<file path="config.mk">
export PLATFORM = sky130hd
export DESIGN_NAME = mux_result_scoreboard_flat
export DESIGN_NICKNAME = d
export VERILOG_FILES = /design/src/rtl/mux_result_scoreboard_if.sv /design/src/rtl/mux_result_scoreboard.sv /design/src/flat_wrapper.sv
export SDC_FILE = /design/constraint.sdc
export NUM_CORES = 1
export LEC_CHECK = 0
export ABC_AREA = 1
export CAP_MARGIN = 20
export CORE_MARGIN = 2
export CORE_UTILIZATION = 29
export CTS_CLUSTER_SIZE = 14
export DETAILED_ROUTE_END_ITERATION = 8
export PLACE_DENSITY = 0.59
export SKIP_CTS_REPAIR_TIMING = 1
export SLEW_MARGIN = 20
export SYNTH_ARGS = -nofsm -noshare
export SYNTH_HDL_FRONTEND = slang
export SYNTH_SLANG_ARGS = --single-unit
</file>
<file path="constraint.sdc">
create_clock -name clk -period 1.3 [get_ports clk]
set_input_delay 0.325 -clock clk [delete_from_list [all_inputs] [get_ports clk]]
set_output_delay 0.325 -clock clk [all_outputs]
set_load 0.05 [all_outputs]
</file>
<file path="src/rtl/mux_result_scoreboard_if.sv">
// Sample bus into the mux result scoreboard and its result/status bus back out.
// The scoreboard uses slave; the driver of samples uses master.
interface mux_result_scoreboard_if #(
  parameter int CW = 16
);
  logic          start;
  logic          in_valid;
  logic [1:0]    sel;
  logic [3:0]    data;
  logic          o_ref;
  logic          o_dut;

  logic          busy;
  logic          done;
  logic          pass;
  logic [CW-1:0] match_cnt;
  logic [CW-1:0] mismatch_cnt;
  logic [CW-1:0] sample_idx;
  logic          first_err_valid;
  logic [1:0]    first_err_sel;
  logic [3:0]    first_err_data;
  logic [CW-1:0] first_err_idx;

  modport master (
    output start, in_valid, sel, data, o_ref, o_dut,
    input  busy, done, pass, match_cnt, mismatch_cnt, sample_idx,
           first_err_valid, first_err_sel, first_err_data, first_err_idx
  );

  modport slave (
    input  start, in_valid, sel, data, o_ref, o_dut,
    output busy, done, pass, match_cnt, mismatch_cnt, sample_idx,
           first_err_valid, first_err_sel, first_err_data, first_err_idx
  );
endinterface

</file>
<file path="src/rtl/mux_result_scoreboard.sv">
// Compares paired 4:1 mux outputs with 4-state equality, keeps saturating
// match/mismatch counts, captures the first failure and issues a verdict.
module mux_result_scoreboard #(
  parameter int NUM_SAMPLES = 2000,
  parameter int CW          = 16
) (
  input logic                    clk,
  input logic                    rst,
  mux_result_scoreboard_if.slave sb
);
  typedef enum logic [1:0] {
    S_IDLE = 2'd0,
    S_RUN  = 2'd1,
    S_DONE = 2'd2
  } state_t;

  typedef struct packed {
    logic          vld;
    logic [1:0]    sel;
    logic [3:0]    data;
    logic [CW-1:0] idx;
  } ferr_t;

  localparam logic [CW-1:0] LAST = CW'(NUM_SAMPLES - 1);

  state_t        r_state;
  state_t        w_next;
  logic [CW-1:0] r_match;
  logic [CW-1:0] r_mism;
  logic [CW-1:0] r_idx;
  ferr_t         r_ferr;
  logic          w_accept;
  logic          w_clear;
  logic          w_same;
  logic          w_last;

  function automatic logic [CW-1:0] sat_inc(input logic [CW-1:0] v);
    return (v == {CW{1'b1}}) ? v : v + CW'(1);
  endfunction

  // Case equality so X/Z on either mux output is compared literally.
  assign w_same   = (sb.o_ref === sb.o_dut);
  assign w_accept = (r_state == S_RUN) && sb.in_valid;
  assign w_clear  = sb.start && (r_state != S_RUN);
  assign w_last   = (r_idx == LAST);

  always_ff @(posedge clk) begin
    if (rst) r_state <= S_IDLE;
    else     r_state <= w_next;
  end

  always_comb begin
    w_next = r_state;
    case (r_state)
      S_IDLE:  if (sb.start) w_next = S_RUN;
      S_RUN:   if (w_accept && w_last) w_next = S_DONE;
      S_DONE:  if (sb.start) w_next = S_RUN;
      default: w_next = S_IDLE;
    endcase
  end

  always_comb begin
    sb.busy = (r_state == S_RUN);
    sb.done = (r_state == S_DONE);
    sb.pass = (r_state == S_DONE) && (r_mism == '0);
  end

  // Counters only move on accept, so they are frozen outside RUN.
  always_ff @(posedge clk) begin
    if (rst || w_clear) begin
      r_match <= '0;
      r_mism  <= '0;
      r_idx   <= '0;
      r_ferr  <= '0;
    end else if (w_accept) begin
      r_idx <= sat_inc(r_idx);
      if (w_same) begin
        r_match <= sat_inc(r_match);
      end else begin
        r_mism <= sat_inc(r_mism);
        if (!r_ferr.vld) r_ferr <= '{vld: 1'b1, sel: sb.sel, data: sb.data, idx: r_idx};
      end
    end
  end

  assign sb.match_cnt       = r_match;
  assign sb.mismatch_cnt    = r_mism;
  assign sb.sample_idx      = r_idx;
  assign sb.first_err_valid = r_ferr.vld;
  assign sb.first_err_sel   = r_ferr.sel;
  assign sb.first_err_data  = r_ferr.data;
  assign sb.first_err_idx   = r_ferr.idx;
endmodule

</file>
<file path="src/flat_wrapper.sv">
// flat-port wrapper written by rule: the top's interface ports become plain ports
module mux_result_scoreboard_flat 
#(
  parameter int NUM_SAMPLES = 2000,
  parameter int CW          = 16
)
  (clk, rst, sb_start, sb_in_valid, sb_sel, sb_data, sb_o_ref, sb_o_dut, sb_busy, sb_done, sb_pass, sb_match_cnt, sb_mismatch_cnt, sb_sample_idx, sb_first_err_valid, sb_first_err_sel, sb_first_err_data, sb_first_err_idx);
  mux_result_scoreboard_if #(.CW(CW)) sb_i ();
  input logic clk;
  input logic rst;
  input wire logic [$bits(sb_i.start)-1:0] sb_start;
  input wire logic [$bits(sb_i.in_valid)-1:0] sb_in_valid;
  input wire logic [$bits(sb_i.sel)-1:0] sb_sel;
  input wire logic [$bits(sb_i.data)-1:0] sb_data;
  input wire logic [$bits(sb_i.o_ref)-1:0] sb_o_ref;
  input wire logic [$bits(sb_i.o_dut)-1:0] sb_o_dut;
  output wire logic [$bits(sb_i.busy)-1:0] sb_busy;
  output wire logic [$bits(sb_i.done)-1:0] sb_done;
  output wire logic [$bits(sb_i.pass)-1:0] sb_pass;
  output wire logic [$bits(sb_i.match_cnt)-1:0] sb_match_cnt;
  output wire logic [$bits(sb_i.mismatch_cnt)-1:0] sb_mismatch_cnt;
  output wire logic [$bits(sb_i.sample_idx)-1:0] sb_sample_idx;
  output wire logic [$bits(sb_i.first_err_valid)-1:0] sb_first_err_valid;
  output wire logic [$bits(sb_i.first_err_sel)-1:0] sb_first_err_sel;
  output wire logic [$bits(sb_i.first_err_data)-1:0] sb_first_err_data;
  output wire logic [$bits(sb_i.first_err_idx)-1:0] sb_first_err_idx;
  assign sb_i.start = sb_start;
  assign sb_i.in_valid = sb_in_valid;
  assign sb_i.sel = sb_sel;
  assign sb_i.data = sb_data;
  assign sb_i.o_ref = sb_o_ref;
  assign sb_i.o_dut = sb_o_dut;
  assign sb_busy = sb_i.busy;
  assign sb_done = sb_i.done;
  assign sb_pass = sb_i.pass;
  assign sb_match_cnt = sb_i.match_cnt;
  assign sb_mismatch_cnt = sb_i.mismatch_cnt;
  assign sb_sample_idx = sb_i.sample_idx;
  assign sb_first_err_valid = sb_i.first_err_valid;
  assign sb_first_err_sel = sb_i.first_err_sel;
  assign sb_first_err_data = sb_i.first_err_data;
  assign sb_first_err_idx = sb_i.first_err_idx;
  mux_result_scoreboard #(.NUM_SAMPLES(NUM_SAMPLES), .CW(CW)) u_core (.clk(clk), .rst(rst), .sb(sb_i));
endmodule
</file>
Yosys cells after proc, flatten, opt, wreduce, memory -nomap -nowiden
Cells that the tools add are included. W data, S select, Z words.

Add/sub/neg operators: 3. Equal/unequal tests: 10. Muxes and demuxes: 3. Bitwise logic cells: 5. Reductions and logical operators: 14.

Operators with widths (count): $add A16 B1 Y16 const B (3); $eq A16 B16 Y1 const B (3); $eq A16 B11 Y1 const B (1); $logic_not A16 Y1 (1); $reduce_and A3 Y1 (3); $ne A2 B1 Y1 const B (3); $reduce_and A2 Y1 (3); $not A1 Y1 (5); $logic_and A1 B1 Y1 (4); $mux W2 (2); $pmux W2 S2 (1); $eq A2 B1 Y1 const B (1); $eq A2 B2 Y1 const B (1); $logic_not A2 Y1 (1); $reduce_or A2 Y1 (1); $eqx A1 B1 Y1 (1); $logic_or A1 B1 Y1 (1).

Register bits after elaboration: 73. Input port bits: 12. Output and inout port bits: 74. Logic and storage cells: 43.

Depth between registers and ports, before layout
Gate-level depths: netlist (run 1).

Depth in word-level cells: 5. Gate-level depth with buffers: 11. Gate-level depth less buffers: 10.

Worst setup path before layout (run 1)
OpenSTA, ideal clock, no wires.

Path kind: reg2out. Start point: register u_core.r_state[1]. End point: output sb_pass. Data arrival time: 2689 ps. Required time: 975 ps. Setup slack: -1714 ps. Cell stages (with the launch flop): 5. Path buffers: 0. Cell sequence: dfxtp_1 inv_1 nor2_1 nand4_1 nor4_1.

Cells in the longest elaborated chain, start to end: 2.

RTL lines: start, declared (RTL line mux_result_scoreboard.sv:26) `state_t r_state;`; start signal, assigned (RTL line mux_result_scoreboard.sv:49) `else r_state <= w_next;`; $eq A2 B2 Y1; named net sb_done (RTL line flat_wrapper.sv:18) `output wire logic [$bits(sb_i.done)-1:0] sb_done;`; $logic_and A1 B1 Y1 (RTL line mux_result_scoreboard.sv:65) `sb.pass = (r_state == S_DONE) && (r_mism == '0);`; end, declared (RTL line flat_wrapper.sv:19) `output wire logic [$bits(sb_i.pass)-1:0] sb_pass;`.

The timed path passes the listed nets, and every way through them passes these cells.

Worst setup path in the final report (run 1)
Start point: register u_core.r_mism[0], in the netlist u_core.sb.mismatch_cnt[0]. End point: output sb_pass.

Cells in the longest elaborated chain, start to end: 2.

RTL lines: start, declared (RTL line mux_result_scoreboard.sv:29) `logic [CW-1:0] r_mism;`; start signal, assigned (RTL line mux_result_scoreboard.sv:80) `r_mism <= sat_inc(r_mism);`; $logic_not A16 Y1 (RTL line mux_result_scoreboard.sv:65); $logic_and A1 B1 Y1 (RTL line mux_result_scoreboard.sv:65).

Every way passes these cells.

==> metrics.md, run 1 <==
| Metric | Value |
|---|---|
| Outcome | finished, violations left |
| Failing checks | setup timing |
| Type of the worst min-delay path | register to register |
| Headroom to the max-slew limit | 69.0% |
| R2R cell count | 11 |
| Layout net count | approximately 850 |
| Core footprint | 13100 um^2 |
| Routed WL | 14900 um |
| Synthesized area | 3840 um^2 |
| Post-synthesis sequential area ratio | roughly two fifths |
| Die Ht | 119 um |
| Antenna violations before repair | 0 |
| Fin Clk Skew | 0.00967 ns |
| Reg2Reg Launch Point | u_core.sb.mismatch_cnt[0] |
| PnR worst setup slack | -0.556 ns |
| Largest net degree at the start of global routing | 37 |
| Iteration-0 DRC count of the detailed router | between 200 and 250 |
| LEAKAGE | 3.48 nW |
| Worst Tran Pin Value | roughly 0.46 ns |
| DRT antenna net count | 0 |
| Max VDD drop | 0.852 mV |
| DRT Pass-1 Iters | 4 |
| CTS H-tree lvls | 3 |
| Worst Hold End | u_core.sb.mismatch_cnt[1] |
| CP Launch Type | register |
| Data arrival, critical path | 1.53 ns |
| Hold_ws | slightly above 0.5 ns |
| Vias in the first global route | ~4500 |
| Die area | approximately 14000 um^2 |
| First-pass GRT wire length | 20700 um |
| Syn Inst Count | roughly 580 |
| Capturing point of the worst reg2reg path | u_core.sb.mismatch_cnt[10] |
| CP required | 0.98 ns |
| RSZ-0062 raised after global routing | true |
| Synthesis Warnings | 0 |
| FILL cells | 1023 |
| #FFs+latches synth | 73 |
| Internal cell power | 3.91 mW |
| Drt drc | 0 |
| Port buffer count | 85 |
| Worst Setup SP | u_core.sb.mismatch_cnt[0] |
| Hpwl dp | 9510 um |
| Reg2Reg Setup Slack | -0.29 ns |
| F_max | between 0.5 and 0.6 GHz |
| CTS Sinks | 73 |
| WS Path Type | register to output port |
| Dpl cells | ~960 |
| GPL Wtd Cong | 0.839 |
| Syn_nets | approximately 590 |
| Row count | 42 |
| Final std cells w/o fill | 1019 |
| Starting Density | between 20% and 30% |
| Worst-Skew Late Latency | ~0.35 ns |
| Pre-CTS WS | -0.602 ns |
| Root Buffer | clkbuf_16 |
| Final setup fails | 81 |
| IO Pins | 86 |
| Hold path start | u_core.sb.mismatch_cnt[1] |
| ANT cells | 0 |
| Crit. End Element | output port |
| Via-per-instance ratio | around 4.7 |
| Total CTS buffers | 9 |
| Min Tclk post-route | 1.86 ns |
| Comb pwr share | 15.0% |
| Vias | 4810 |
| CP Max Fanout | 5 |
| Total track usage | 17.9% |
| Unique masters post-synth | 32 |
| Net Sw Frac | 28.7% |
| Tcrit/Tclk final | 143% |
| Endpoints failing hold | 0 |
| Layout cell share with drive strength beyond 1 | 56.9% |
| Mean Syn Cell Area | 6.64 um^2 |
| Reg clk slew, reported paths | 0.06 ns |
| Worst hold path depth | 2 |
| Net Sw Power | 1.57 mW |
| CTS tree | built |
| WL/cell | approximately 15 um |
| Clk buf depth | 2 |
| Power, Total | 5.48 mW |
| Die W | 119 um |
| Power Density | ~650 nW/um^2 |
| Synthesis-to-finish area growth | 121% |
| Grt ovf | 0 |
| Slew Viols, Final | 0 |
| Reg power frac | 40.5% |
| Clock Power Share | 44.5% |
| Max cap viols | 0 |
[power groups by stage]
| stage | logic, mW | clock network (mW) | registers (mW) |
|---|---|---|---|
| floorplan | 0.218 | 0 | 2.34 |
| global placement | 0.577 | 0 | 2.27 |
| detailed placement | 0.588 | 0 | 2.27 |
| CTS | 0.590 | 2.49 | 2.22 |
| global route | 0.856 | 2.57 | 2.22 |
| finish | 0.821 | 2.44 | 2.22 |
[cells by family (layout without fill, tap and decap cells)]
group                      after synthesis  in the layout  synth area share, %
and+or+nand+nor                        337            338                 38.1
AOI/OAI and AO/OA                       80             80                 11.2
DFF                                     73             73                 38.1
buffers and inverters                   72            336                 8.34
xor gates and xnor gates                12             12                 2.93
adders and majority gates                4              4                 1.30
[through the flow]
stage,TNS [ns],utilization [%],area [um^2]
CTS,-14.36,55.3,7230
detailed placement,-38.17,53.1,6950
floorplan,-5.10,-,4200
finish,-11.05,64.9,8500
global route,-16.75,64.9,8500
global placement,-35.74,53.1,6950
[critical path: stages (launching register included)]
cell and delay (ns):
dfxtp_4 0.37, inv_4 0.06, ha_4 0.13, nand3_4 0.08
nor4_4 0.36, buf_12 0.18
[synthesized netlist by cell type]
| master | count | area [um^2] |
|---|---|---|
| o21ai_1 | 17 | 85.1 |
| nor3_1 | 9 | 45.0 |
| xnor2_2 | 1 | 16.3 |
| inv_1 | 51 | 191 |
| nor2_2 | 1 | 6.26 |
| nand2_1 | 156 | 586 |
| nand3_2 | 1 | 10.0 |
| nor3_2 | 2 | 20.0 |
| xnor2_1 | 1 | 8.76 |
| ha_1 | 4 | 50.1 |
| inv_2 | 5 | 18.8 |
| buf_4 | 5 | 37.5 |
| xor2_1 | 10 | 87.6 |
| nand3_1 | 41 | 205 |
| and2_1 | 1 | 6.26 |
| clkbuf_1 | 5 | 18.8 |
| dfxtp_1 | 73 | 1460 |
| nand2_2 | 3 | 18.8 |
| o21ai_0 | 13 | 65.1 |
| a21oi_1 | 44 | 220 |
| nor2_4 | 6 | 67.6 |
| o21ai_2 | 1 | 8.76 |
| nand2_4 | 2 | 22.5 |
| or2_2 | 1 | 6.26 |
| nor2_1 | 97 | 364 |
| buf_2 | 1 | 5.00 |
| a21oi_2 | 4 | 35.0 |
| buf_1 | 1 | 3.75 |
| buf_6 | 4 | 45.0 |
| nand4_1 | 16 | 100 |
| nor4_1 | 1 | 6.26 |
| a21oi_4 | 1 | 16.3 |
[sequential cells by signal, indices dropped and copies added (netlist names)]
register and flops:
u_core.r_state 2, u_core.sb.first_err_data 4, u_core.sb.first_err_idx 16, u_core.sb.first_err_sel 2, u_core.sb.first_err_valid 1, u_core.sb.match_cnt 16, u_core.sb.mismatch_cnt 16, u_core.sb.sample_idx 16
[metal layers]
metal  vias to the layer above  part of all wire [%]  routed length [um]  global-route usage (%)
li1                       2385                     -                   -                       -
met1                      2286                    41                6160                    21.8
met2                       117                    53                7870                    31.3
met3                        22                   4.2                 633                    4.93
met4                         0                   1.9                 286                    4.17
met5                         -                     0                   0                       0
[layout make-up]
cell class | count | area (um^2) | share of cell area [%]
clock inverter | 7 | 60.1 | 0.707
clock buffer | 9 | 225 | 2.65
tap | 176 | 220 | 2.59
sequential | 73 | 1620 | 19.1
timing repair buffer | 264 | 3400 | 40.0
multi-input combinational | 434 | 2740 | 32.2
inverter | 56 | 235 | 2.77
[cells in the final DEF (no fill, tap or decap), types with 15 or more instances in the layout]
cell type,Yosys,final
nor2_1,97,72
nand2_1,156,125
nor2_2,1,21
buf_6,4,62
nand2_2,3,21
nand3_1,41,22
nand4_1,16,16
a21oi_2,4,27
inv_1,51,40
clkbuf_16,0,15
dfxtp_4,0,39
a21oi_1,44,20
buf_12,0,81
buf_4,5,100
dfxtp_1,73,22
[worst max path at each step]
| stage | end | slack [ns] | depth (start not counted) |
|---|---|---|---|
| after floorplan | sb_pass | -0.57 | 3 |
| after global placement | u_core.sb.match_cnt[15] | -0.57 | 9 |
| after detailed placement | u_core.sb.match_cnt[14] | -0.60 | 8 |
| after CTS | sb_pass | -0.60 | 5 |
| after global routing | sb_pass | -0.60 | 5 |
| final | sb_pass | -0.56 | 5 |
No activity file was read; power rests on OpenSTA's default activity.
==> run 2: changes to the inputs <==
- PLACE_DENSITY: 0.59 -> 0.57
- REMOVE_ABC_BUFFERS: unset -> 1
- clock period: 1.3 -> 2.15 ns (I/O delays scaled with it)
==> metrics.md, run 2 (synthesis gave the netlist of run 1 again) <==
| Metric | Value |
|---|---|
| Outcome | complete, no violations |
| Worst Tran Pin Value | approximately 0.76 ns |
| Synthesis-to-finish area growth | 36.5% |
| Slew Viols, Final | 0 |
| ANT cells | 0 |
| Routed WL | ~11000 um |
| Grt ovf | 0 |
| M2 GR Usage | 24.3% |
| Power, Total | approximately 3.3 mW |
| Row count | 42 |
| DRT Pass-1 Iters | 4 |
| Core footprint | 13100 um^2 |
| Layout cell share with drive strength beyond 1 | between 10% and 20% |
| Vias in the first global route | 3821 |
| Clk buf depth | 2 |
| Type of the worst min-delay path | register to register |
| Die Ht | 119 um |
| CP Launch Type | register |
| Reg clk slew, reported paths | 0.06 ns |
| Final std cells w/o fill | roughly 860 |
| Tcrit/Tclk final | 99.0% |
| Drt drc | 0 |
| IO Pins | 86 |
| Hpwl dp | 7930 um |
| Via-per-instance ratio | 4.73 |
| Crit. End Element | output port |
| Most common cell after layout, fill and taps aside | nand2_1 |
| Starting Density | 29.3% |
| Placed Area | 4870 um^2 |
| Final setup fails | 0 |
| Die W | 119 um |
| Headroom to the max-slew limit | between 40% and 50% |
| CP Max Fanout | 4 |
| Met3 Usage GRT | 5.94% |
| Vias | 4047 |
| Commonest cells after routing, fill and taps aside | 156 x nand2_1, 96 x nor2_1, 71 x dfxtp_1, 51 x inv_1, 47 x buf_4 |
| FILL cells | 1395 |
| Max VDD drop | about 0.37 mV |
| Post-route cell area | 5240 um^2 |
| CTS Sinks | 73 |
| CTS tree | built |
| Layout net count | 691 |
| Largest net degree at the start of global routing | 37 |
| CTS H-tree lvls | 3 |
| F_max | ~0.47 GHz |
| Dpl cells | 839 |
| Iteration-0 DRC count of the detailed router | roughly 240 |
| First-pass GRT wire length | 18300 um |
| DRT antenna net count | 0 |
| Met1 Track Usage GR | between 20% and 30% |
| Endpoints failing hold | 0 |
| Port buffer count | 85 |
| Total CTS buffers | 9 |
| WL/cell | 13.1 um |
| Worst-Skew Late Latency | 0.34 ns |
| CP required | between 1.5 and 2 ns |
| GPL Wtd Cong | 0.865 |
| GR peak layer | met2 |
| Max cap viols | 0 |
| Power Density | 623 nW/um^2 |
| Antenna violations before repair | 0 |
| Min Tclk post-route | 2.13 ns |
| Die area | between 10000 and 15000 um^2 |
| LEAKAGE | 2.24 nW |
| Root Buffer | clkbuf_16 |
| Data arrival, critical path | 1.59 ns |
| Final setup TNS | 0 ns |
| WS Path Type | register to output port |
| Total track usage | 16.0% |
| Fin Clk Skew | 0.00922 ns |
| RSZ-0062 raised after global routing | true |
## run 2: cell count changes in the layout (fill, tap and decap cells not counted), moves of 24 or more
cell and change:
buf_12 -78, buf_6 -62, buf_4 -53, dfxtp_1 +49
dfxtp_4 -39, nand2_1 +31, clkdlybuf4s50_1 +28, a21oi_1 +24
nor2_1 +24
## run 2: final cells by class
class / count / area [um^2] / area share [%]
multi-input combinational: 434 / 2070 / 39.6
sequential: 73 / 1460 / 27.9
timing repair buffer: 101 / 961 / 18.3
clock buffer: 10 / 229 / 4.37
tap: 176 / 220 / 4.20
inverter: 56 / 210 / 4.01
clock inverter: 6 / 82.6 / 1.58
## run 2: per-stage QoR
| stage | util [%] | hold WS (ns) | setup WS (ns) |
|---|---|---|---|
| after floorplan | - | 0.536 | -1.08 |
| after global routing | 40.0 | 0.545 | -0.0703 |
| after global placement | 37.2 | 0.485 | -0.254 |
| final | 40.0 | 0.503 | 0.0221 |
| after CTS | 39.6 | 0.510 | -0.0782 |
| after detailed placement | 37.2 | 0.488 | -0.300 |
## run 2: final timing paths
check	start	end	slack, ns	cells past startpoint
setup / recovery	u_core.r_state[0]	sb_pass	0.02	5
hold / removal	u_core.sb.mismatch_cnt[15]	u_core.sb.mismatch_cnt[15]	0.50	2
setup reg to reg	u_core.sb.sample_idx[1]	u_core.sb.sample_idx[11]	0.37	7
hold reg to reg	u_core.sb.mismatch_cnt[15]	u_core.sb.mismatch_cnt[15]	0.50	2
## run 2: metal layers
metal / routed length, um / vias up
met1: 5320 / 1867
met2: 4960 / 105
met3: 787 / 16
met5: 0 / -
met4: 180 / 0
li1: - / 2059
## run 2: critical path, cell delays in order, from the launching register on
cell and delay [ns]:
dfxtp_1 0.34, nor2_2 0.16, nand4_1 0.12, nor4_2 0.32
buf_4 0.17, buf_12 0.12
## run 2: report_power, final
part | switching, mW | internal [mW] | total (mW)
logic | 0.182 | 0.0989 | 0.281
clock network | 0.593 | 1.01 | 1.60
registers | 0.0129 | 1.37 | 1.38
==> RTL change, RTL diff (config.mk and constraints of run 2) <==
`CW` is set to 16 in 3 places; all go to 32.
--- a/src/rtl/mux_result_scoreboard_if.sv
+++ b/src/rtl/mux_result_scoreboard_if.sv
@@ -1,7 +1,7 @@
 // Sample bus into the mux result scoreboard and its result/status bus back out.
 // The scoreboard uses slave; the driver of samples uses master.
 interface mux_result_scoreboard_if #(
-  parameter int CW = 16
+  parameter int CW = 32
 );
   logic          start;
   logic          in_valid;
--- a/src/rtl/mux_result_scoreboard.sv
+++ b/src/rtl/mux_result_scoreboard.sv
@@ -2,7 +2,7 @@
 // match/mismatch counts, captures the first failure and issues a verdict.
 module mux_result_scoreboard #(
   parameter int NUM_SAMPLES = 2000,
-  parameter int CW          = 16
+  parameter int CW          = 32
 ) (
   input logic                    clk,
   input logic                    rst,
--- a/src/flat_wrapper.sv
+++ b/src/flat_wrapper.sv
@@ -2,7 +2,7 @@
 module mux_result_scoreboard_flat 
 #(
   parameter int NUM_SAMPLES = 2000,
-  parameter int CW          = 16
+  parameter int CW          = 32
 )
   (clk, rst, sb_start, sb_in_valid, sb_sel, sb_data, sb_o_ref, sb_o_dut, sb_busy, sb_done, sb_pass, sb_match_cnt, sb_mismatch_cnt, sb_sample_idx, sb_first_err_valid, sb_first_err_sel, sb_first_err_data, sb_first_err_idx);
   mux_result_scoreboard_if #(.CW(CW)) sb_i ();
Ports: changed (resized sb_first_err_idx, sb_match_cnt, sb_mismatch_cnt and sb_sample_idx); port bits go from 86 to 150. No check against the original RTL was run, so the function may have changed too.
==> RTL change against run 2 <==
Count of clock-buffer cells in the layout is 7 higher; routed wire length increased by 120%; worst setup slack worse by 0.27 ns; via count is 100% higher; synthesized cell count grew 120%; the run now ends with negative setup slack left; final area grew 100%; power up 83%; fmax is 11% lower; critical endpoint unchanged; area after synthesis grew 100%; sequential cell count up 64; cell count rose by 110%; first-iteration DRC count increased to 2.6 times the old value; clock skew is 0.0052 ns higher.
==> RTL change: results (changes against run 2) <==
- The run finished, with violations left.
- The final reports fail on negative setup slack.
- The buffer count excluding the clock tree in the final layout is 198 (+96%).
- The proportion of cell area occupied by multi-input gates was 0.4243 (+0.02874).
- The slowest stage of the critical path is the nor4_4 cell.
- The clock latency reported for the late side of the worst-skew pair is 0.43 ns (+0.09 ns).
- The wire length per cell came to 14.27 microns (+8.5%).
- The port buffer count is 149 (+75%).
- The layout cell share with drive strength beyond 1 is 0.1588 (+0.01466).
- The length in cells of the worst reg-to-reg path is 11 (+4).
- The setup clock skew after layout is 0.01439 ns (+0.005170 ns).
- The flip-flop and latch area is 2750 sq um (+88%).
- The end point of the worst hold path is u_core.r_state[1]$_SDFFE_PP0P_.
- The leakage power is 4.682 nW (+110%).
- The clock network area share came to 0.05305 (-0.006423).
- The met2 wire length is 11270 microns (+130%).
- The number of unique standard cell types used by synthesis is 35 (+9.4%).
- In this run the critical register-to-register path is launched from u_core.sb.sample_idx[0]$_SDFFE_PP0P_.
- The number of violations reported at the end of detailed-routing iteration 0 came to 616 (+160%).
- The final core utilization is 0.3996 (-0.0007450).
- The post-synthesis cell count is 1243 (+120%).
- The commonest cells after synthesis are nand2_1 (412), nor2_1 (227), dfxtp_1 (137).
- The internal power is 4.272 mW (+72%).
- The amount of wire on met3 after detailed routing came to 1324 microns (+68%).
- The portion of the layout cell area used by non-clock buffers was 0.1833 (about the same).
- The area of the core is 26210 sq um (+100%).
- The startpoint identified for the worst hold timing path is u_core.r_state[1]$_SDFFE_PP0P_.
- The routing usage on met1 is 0.2514 (+0.04294).
- The global routing met2 resource utilization was 0.2861 (+0.04331).
- The worst slack on hold paths came to 0.4657 ns (-0.03771 ns).
- The cell area after placement is 9762 sq um (+100%).
- The count of flip-flops and latches is 137 (+88%).
- The final setup violation count is 1 (+1).
- The worst path setup slack after routing was -0.2515 ns (-0.2736 ns).
- The slew at the pin closest to its max-slew limit was 0.5289 ns (-0.2285 ns).
- The number of buffers created by CTS is 17 (+8).
- The via count of the first global-routing pass is 7784 (+100%).
- The worst IR drop on VDD was 0.3147 mV (-14%).
- The largest fanout on the critical path came to 3 (-1).
- The layout filler cell count is 2766 (+98%).
- The setup TNS after final layout came to -0.2515 ns (-0.2515 ns).
- The sequential-to-total area share from yosys stat was 0.3529 (-0.02778).
- The first-pass GRT wire length is 40940 microns (+120%).
- The register-to-register setup slack is 0.20 ns (-0.17 ns).
- The maximum number of pins on one net before global-route repair came to 49 (+32%).
- The terminus of the critical flop-to-flop path is u_core.sb.sample_idx[7]$_SDFFE_PP0P_.
- By area the synthesized netlist is led by dfxtp_1 (35%), nand2_1 (20%), nor2_1 (11%).
- The detailed placer's ending HPWL is 19110 microns (+140%).
- The vias per cell came to 4.679 (-1.0%).
-- RTL change: cell types whose count changed after synthesis, moves of 10 or more --
| cell | delta |
|---|---|
| nor3_1 | +14 |
| nand2_1 | +256 |
| a21oi_1 | +40 |
| dfxtp_1 | +64 |
| nand2_2 | +12 |
| buf_2 | +12 |
| o21ai_1 | -17 |
| inv_1 | +47 |
| nand3_1 | +10 |
| nand3b_1 | +11 |
| o21ai_0 | +49 |
| nor2_1 | +130 |
-- RTL change: kinds of logic after synthesis --
group,count (synthesis),share of synthesized area
AND/OR/NAND/NOR,781,0.4241
flip-flops,137,0.3529
XOR/XNOR,23,0.02689
buffers and inverters,139,0.08098
adder cells (fa/ha/maj),4,0.006440
AO/OA/AOI/OAI,159,0.1087
-- RTL change: power groups by stage --
stage,Sequential (mW),Clock (mW),Combinational (mW)
global placement,2.65,0,0.550
CTS,2.59,2.92,0.555
floorplan,2.75,0,0.202
global route,2.59,3.03,0.592
detailed placement,2.65,0,0.554
finish,2.59,2.83,0.546
